## config.mk

```make
export PLATFORM = sky130hd
export DESIGN_NAME = registered_alu_acc_p
export DESIGN_NICKNAME = d
export VERILOG_FILES = /design/src/rtl/registered_alu_acc_p.sv
export SDC_FILE = /design/constraint.sdc
export NUM_CORES = 1
export LEC_CHECK = 0
export ABC_AREA = 1
export ABC_CLOCK_PERIOD_IN_PS = 1900
export CAP_MARGIN = 10
export CELL_PAD_IN_SITES_DETAIL_PLACEMENT = 1
export CELL_PAD_IN_SITES_GLOBAL_PLACEMENT = 1
export CORE_MARGIN = 2
export CORE_UTILIZATION = 38
export DETAILED_ROUTE_END_ITERATION = 8
export GPL_TIMING_DRIVEN = 0
export PLACE_DENSITY = 0.74
export SYNTH_ARGS = -nofsm -noshare
export SYNTH_HDL_FRONTEND = slang
export SYNTH_SLANG_ARGS = --single-unit
export TNS_END_PERCENT = 1
```

## constraint.sdc

```tcl
create_clock -name i_clk -period 1.9 [get_ports i_clk]
set_clock_uncertainty 0.05 [all_clocks]
set_input_delay 0.38 -clock i_clk [delete_from_list [all_inputs] [get_ports i_clk]]
set_output_delay 0.38 -clock i_clk [all_outputs]
set_load 0.02 [all_outputs]
```

## src/rtl/registered_alu_acc_p.sv

```systemverilog
// Handshaked accumulator ALU with a shift-add multiplier and sticky overflow flag.
// Optional feature: define ALU_SAT_EN to clamp overflowing ADD/SUB results.
module registered_alu_acc_p #(
    parameter int               WIDTH    = 8,
    parameter logic [WIDTH-1:0] ACC_INIT = '0
) (
    input  logic             i_clk,
    input  logic             i_reset,
    input  logic             i_valid,
    output logic             o_ready,
    input  logic [WIDTH-1:0] i_a,
    input  logic [2:0]       i_sel,
    output logic [WIDTH-1:0] o_result,
    output logic             o_valid,
    output logic             o_carry,
    output logic             o_ovf,
    output logic             o_ovf_sticky
);

    localparam int CNT_W = $clog2(WIDTH + 1);
`ifdef ALU_SAT_EN
    localparam logic [WIDTH-1:0] SAT_POS = {1'b0, {(WIDTH-1){1'b1}}};
    localparam logic [WIDTH-1:0] SAT_NEG = {1'b1, {(WIDTH-1){1'b0}}};
`endif

    typedef enum logic [1:0] {
        ST_IDLE,
        ST_EXEC,
        ST_MUL
    } state_t;

    typedef enum logic [2:0] {
        OP_ADD   = 3'b000,
        OP_SUB   = 3'b001,
        OP_MAX   = 3'b010,
        OP_MIN   = 3'b011,
        OP_LOAD  = 3'b100,
        OP_CLEAR = 3'b101,
        OP_MUL   = 3'b110,
        OP_NOP   = 3'b111
    } op_t;

    state_t             state_q, state_d;
    op_t                sel_reg;
    logic [WIDTH-1:0]   a_reg;
    logic [WIDTH-1:0]   acc;
    logic [WIDTH-1:0]   mcand, mplier, prod;
    logic [CNT_W-1:0]   cnt;

    logic               is_sub;
    logic [WIDTH-1:0]   opnd_b;
    logic [WIDTH:0]     sum_ext;
    logic               add_ovf;
    logic               a_gt;
    logic [WIDTH-1:0]   alu_res;
    logic               alu_carry;
    logic               alu_ovf;
    logic [WIDTH-1:0]   prod_step;
    logic               mul_last;

    assign o_ready  = (state_q == ST_IDLE);
    assign o_result = acc;
    assign mul_last = (cnt == CNT_W'(WIDTH - 1));

    // SUB is a + ~acc + 1, so the same adder serves both ops.
    always_comb begin
        // NOTE: every variable gets a default before the case so no latch is inferred.
        alu_res   = acc;
        alu_carry = 1'b0;
        alu_ovf   = 1'b0;
        is_sub    = (sel_reg == OP_SUB);
        opnd_b    = is_sub ? ~acc : acc;
        sum_ext   = {1'b0, a_reg} + {1'b0, opnd_b} + {{WIDTH{1'b0}}, is_sub};
        add_ovf   = (a_reg[WIDTH-1] == opnd_b[WIDTH-1]) &&
                    (sum_ext[WIDTH-1] != a_reg[WIDTH-1]);
        a_gt      = $signed(a_reg) > $signed(acc);

        case (sel_reg)
            OP_ADD, OP_SUB: begin
                alu_carry = sum_ext[WIDTH];
                alu_ovf   = add_ovf;
                alu_res   = sum_ext[WIDTH-1:0];
`ifdef ALU_SAT_EN
                if (add_ovf)
                    alu_res = a_reg[WIDTH-1] ? SAT_NEG : SAT_POS;
`endif
            end
            OP_MAX:         alu_res = a_gt ? a_reg : acc;
            OP_MIN:         alu_res = a_gt ? acc : a_reg;
            OP_LOAD:        alu_res = a_reg;
            OP_CLEAR:       alu_res = ACC_INIT;
            OP_MUL, OP_NOP: alu_res = acc;
        endcase
    end

    assign prod_step = mplier[0] ? (prod + mcand) : prod;

    always_comb begin
        state_d = state_q;
        case (state_q)
            ST_IDLE: if (i_valid && o_ready) state_d = ST_EXEC;
            ST_EXEC: state_d = (sel_reg == OP_MUL) ? ST_MUL : ST_IDLE;
            ST_MUL:  if (mul_last) state_d = ST_IDLE;
            default: state_d = ST_IDLE;
        endcase
    end

    always_ff @(posedge i_clk) begin
        // NOTE: non-blocking assignments keep every register sampling pre-edge values.
        if (i_reset) state_q <= ST_IDLE;
        else         state_q <= state_d;
    end

    always_ff @(posedge i_clk) begin
        if (i_reset) begin
            sel_reg      <= OP_NOP;
            a_reg        <= '0;
            acc          <= ACC_INIT;
            mcand        <= '0;
            mplier       <= '0;
            prod         <= '0;
            cnt          <= '0;
            o_valid      <= 1'b0;
            o_carry      <= 1'b0;
            o_ovf        <= 1'b0;
            o_ovf_sticky <= 1'b0;
        end else begin
            o_valid <= 1'b0;
            case (state_q)
                ST_IDLE: begin
                    if (i_valid && o_ready) begin
                        a_reg   <= i_a;
                        sel_reg <= op_t'(i_sel);
                    end
                end
                ST_EXEC: begin
                    if (sel_reg == OP_MUL) begin
                        mcand  <= acc;
                        mplier <= a_reg;
                        prod   <= '0;
                        cnt    <= '0;
                    end else begin
                        acc          <= alu_res;
                        o_carry      <= alu_carry;
                        o_ovf        <= alu_ovf;
                        o_ovf_sticky <= (sel_reg == OP_CLEAR) ? 1'b0
                                                              : (o_ovf_sticky | alu_ovf);
                        o_valid      <= 1'b1;
                    end
                end
                ST_MUL: begin
                    // Only the low WIDTH product bits are kept, which equal the signed product mod 2^WIDTH.
                    prod   <= prod_step;
                    mcand  <= mcand << 1;
                    mplier <= mplier >> 1;
                    cnt    <= cnt + CNT_W'(1);
                    if (mul_last) begin
                        acc     <= prod_step;
                        o_carry <= 1'b0;
                        o_ovf   <= 1'b0;
                        o_valid <= 1'b1;
                    end
                end
                default: ;
            endcase
        end
    end

endmodule

```

==> summary.txt <==
Outcome
  – Status: finished, violations left
  – Failing checks: setup timing

Route
  – Vias/cell: between 5 and 6
  – Highest Signal Layer: met4
  – Pre-antenna DRT Iters: 4
  – Vias post-DR: 3479
  – DRC viols: 0
  – DRT iter0 DRCs: around 70
  – Met1 Wirelength: 4850 µm
  – Routed length per placed instance: 17.0 µm
  – Total Wirelength: 11000 µm
  – WL met3: 336 µm
  – Antenna Nets Post-Route: 0
  – Routed wl met2: around 5600 µm

Setup path
  – R2r setup slk: -370 ps
  – CP max-delay cell: ha_2
  – Worst reg2reg endpoint: o_result[6]
  – Setup CP Type: reg -> reg
  – CP dominant cell by count: nand2_1
  – Worst path max stage delay: between 300 and 400 ps
  – Crit path max fanout: 5
  – Crit-path leading delay family: simple AND/OR/NAND/NOR gates
  – CP Capture Type: flip-flop
  – Worst Setup Start Kind: flip-flop
  – Worst r2r src: sel_reg[0]
  – Worst EP arrival: approximately 2400 ps
  – Worst path required time: around 2100 ps
  – Crit-path cells: inv_2 > nor2_4 > nand2_4 > xor2_1 > ha_2 > nand2_1 > inv_1 > nand4_1 > nand3_2 > nand2_2 > nand2_1 > o22ai_2 > a21oi_2 > nand3_1 > nand2_1 > nor2_1
  – FF-to-FF path depth: 16
  – CP Buf/Inv Count: 2

Pwr
  – Pwr/cell area: 1030 nW/µm²
  – Pleak: 1.83 nW
  – Peak supply drop: 0.000406 V

Clock network
  – Clk buf depth: 2
  – Worst-skew pair later-pin latency: 320 ps
  – CTS tree: yes
  – TritonCTS Sinks: 53
  – CTS buffer count: 5
  – Clock Pin Slew Worst Setup and Hold Paths: about 110 ps
  – Root Driver: clkbuf_8
  – H-tree depth: 2

Logic synthesis
  – EDFF count, synth: 0
  – FFs w/ async S/R, synth: 0%
  – Sequential fraction of the synthesis area: 31.1%
  – Top cells by area, synth: dfxtp_1 31%, nand2_1 12%, ha_1 9.9%
  – Synth Instances: 495
  – Yosys reg bits: 53
  – Post-synth top area share: a little under a third
  – Mapped Area: 3410 µm²
  – Cell taking the most area after synthesis: dfxtp_1
  – Syn Nets: around 540
  – Synthesis Warnings: 0
  – Commonest register cell after synthesis: dfxtp_1
  – Syn avg cell area: 6.88 µm²
  – Number of distinct library cells after synthesis: 38

Min path
  – Worst Hold Depth: 2
  – Min-delay worst type: in -> reg
  – Worst hold start: i_reset
  – WHS Endpoint: o_valid

Timing
  – Final-report hold violation count: 0
  – RSZ-0062 raised after global routing: yes
  – Finish-stage setup viols: 11
  – Worst slew pin tran: 549 ps
  – Worst Setup Slack, final: -372 ps
  – Slew Limit Fails: 0
  – Tcrit/Tclk final: 120%
  – Slew HR: 63.4%
  – Minimum clock period: 2270 ps
  – FMAX: between 0.4 and 0.5 GHz

Layout
  – Register Area: 1070 µm²
  – Fillers: 1120
  – NumNets Final: 582
  – Fraction of layout cells with a size suffix above 1: between 10% and 20%
  – Area delta synth->final: 22.6%
  – Final Util: between 40 and 50%
  – Area of the multi-input gates: 2240 µm²
  – Antenna cells: 0
  – Final Non-Filler Cells: 648

Global routing
  – Gr ovfl total: 0
  – First-pass GRT wire length: 18400 µm
  – Vias in the first global route: 3737
  – Global Route Usage Sum: 23.5%
  – Largest net degree at the start of global routing: 19
  – Initial antenna violation count: 0

Floorplan
  – IO Pins: 27
  – Die X: 98.7 µm
  – Chip height: 98.7 µm
  – Placeable Area: 8720 µm²
  – Initial core utilization: 39.1%
  – Std-Cell Rows: 34
  – Die area: 9740 µm²

Placement
  – Detailed placement HPWL: 8360 µm
  – Port buffer count: 25
  – GPL Wtd Cong: between 0.8 and 0.9
  – Placed cell count: ~630

Run
  – MaxCap Viol Count: 0
## logic make-up after synthesis
logic type | share of synthesized area, %
adders and majority gates | 11.1
DFF | 31.1
buffers and inverters | 7.82
and+or+nand+nor | 27.7
xor gates and xnor gates | 3.34
AOI/OAI and AO/OA | 18.9
## worst max-delay path by stage
| stage | startpoint | endpoint | slack [ps] | depth (start not counted) |
|---|---|---|---|---|
| 6_report | sel_reg[0] | o_result[6] | -370 | 16 |
| 3_3_place_gp | o_result[3] | o_result[5] | -470 | 15 |
| 2_1_floorplan | sel_reg[0] | o_result[7] | -150 | 15 |
| 5_1_grt | sel_reg[0] | o_result[5] | -520 | 15 |
| 4_1_cts | sel_reg[0] | o_result[6] | -330 | 16 |
| 3_5_place_dp | o_result[3] | o_result[5] | -520 | 15 |
## metal layers
metal / global-route usage (%) / vias up
li1: - / 1738
met1: 29.2 / 1668
met2: 43.5 / 56
met3: 2.55 / 17
met4: 5.27 / 0
met5: 0 / -
## timing repair
item / CTS / global route
pin swaps: 17 / 7
gates cloned: 1 / 0
hold buffers: 0 / 0
resized for setup: 35 / 24
setup buffers: 11 / 0
endpoints found under the setup margin: 33 / 32
## final cells by class
| cell class | count | share of cell area [%] |
|---|---|---|
| timing repair buffer | 36 | 7.91 |
| multi-input combinational | 377 | 53.7 |
| clock inverter | 3 | 0.599 |
| tap | 108 | 3.24 |
| buffer | 20 | 2.91 |
| inverter | 46 | 4.28 |
| sequential | 53 | 25.7 |
| clock buffer | 5 | 1.65 |
## worst reg2reg max path, stage by stage (launching register included)
cell and delay, ps:
dfxtp_2 350, inv_2 50, nor2_4 120, nand2_4 130, xor2_1 200, ha_2 390, nand2_1 70, inv_1 80
nand4_1 90, nand3_2 100, nand2_2 60, nand2_1 60, o22ai_2 90, a21oi_2 130, nand3_1 80, nand2_1 90
nor2_1 40
## power breakdown
group	leakage, nW	total (mW)	internal [mW]	switching (mW)
registers	0.437	1.52	1.30	0.214
clock network	0.0447	0.696	0.268	0.428
logic	1.35	2.08	0.837	1.24
## layout by cell type, fill, tap and decap left out, drive strengths merged, types with 3 or more instances in the layout
cell type | synthesis | layout
a31oi | 16 | 16
nand4 | 7 | 7
o211ai | 4 | 4
buf | 10 | 20
inv | 46 | 46
nor2 | 62 | 62
ha | 27 | 27
o22ai | 4 | 4
nand2 | 111 | 112
nand3 | 30 | 30
o21ai | 39 | 39
nand3b | 3 | 3
nor3 | 4 | 4
clkdlybuf4s50 | 0 | 23
a21oi | 42 | 42
xor2 | 11 | 11
dfxtp | 53 | 53
clkbuf | 10 | 16
## synthesized netlist by cell type, drive strengths merged, types with 2 or more instances
cell,instances
nand2,111
nor2,62
dfxtp,53
inv,46
a21oi,42
o21ai,39
nand3,30
ha,27
a31oi,16
xor2,11
buf,10
clkbuf,10
nand4,7
nor3,4
o211ai,4
o22ai,4
nand3b,3
a21o,2
fa,2
o21bai,2
or2,2
xnor2,2
## stage by stage
stage | setup TNS, ps | instance area, µm² | hold slack, ps | power, mW | worst slack, ps
2_1_floorplan | -1230 | 3430 | 396 | 2.79 | -150
3_3_place_gp | -7500 | 3810 | 391 | 3.30 | -473
3_5_place_dp | -8410 | 3810 | 413 | 3.37 | -523
4_1_cts | -3270 | 4090 | 414 | 4.21 | -334
5_1_grt | -5120 | 4180 | 440 | 4.64 | -522
6_report | -3260 | 4180 | 406 | 4.29 | -372
Power figures use the tool's default switching activity.
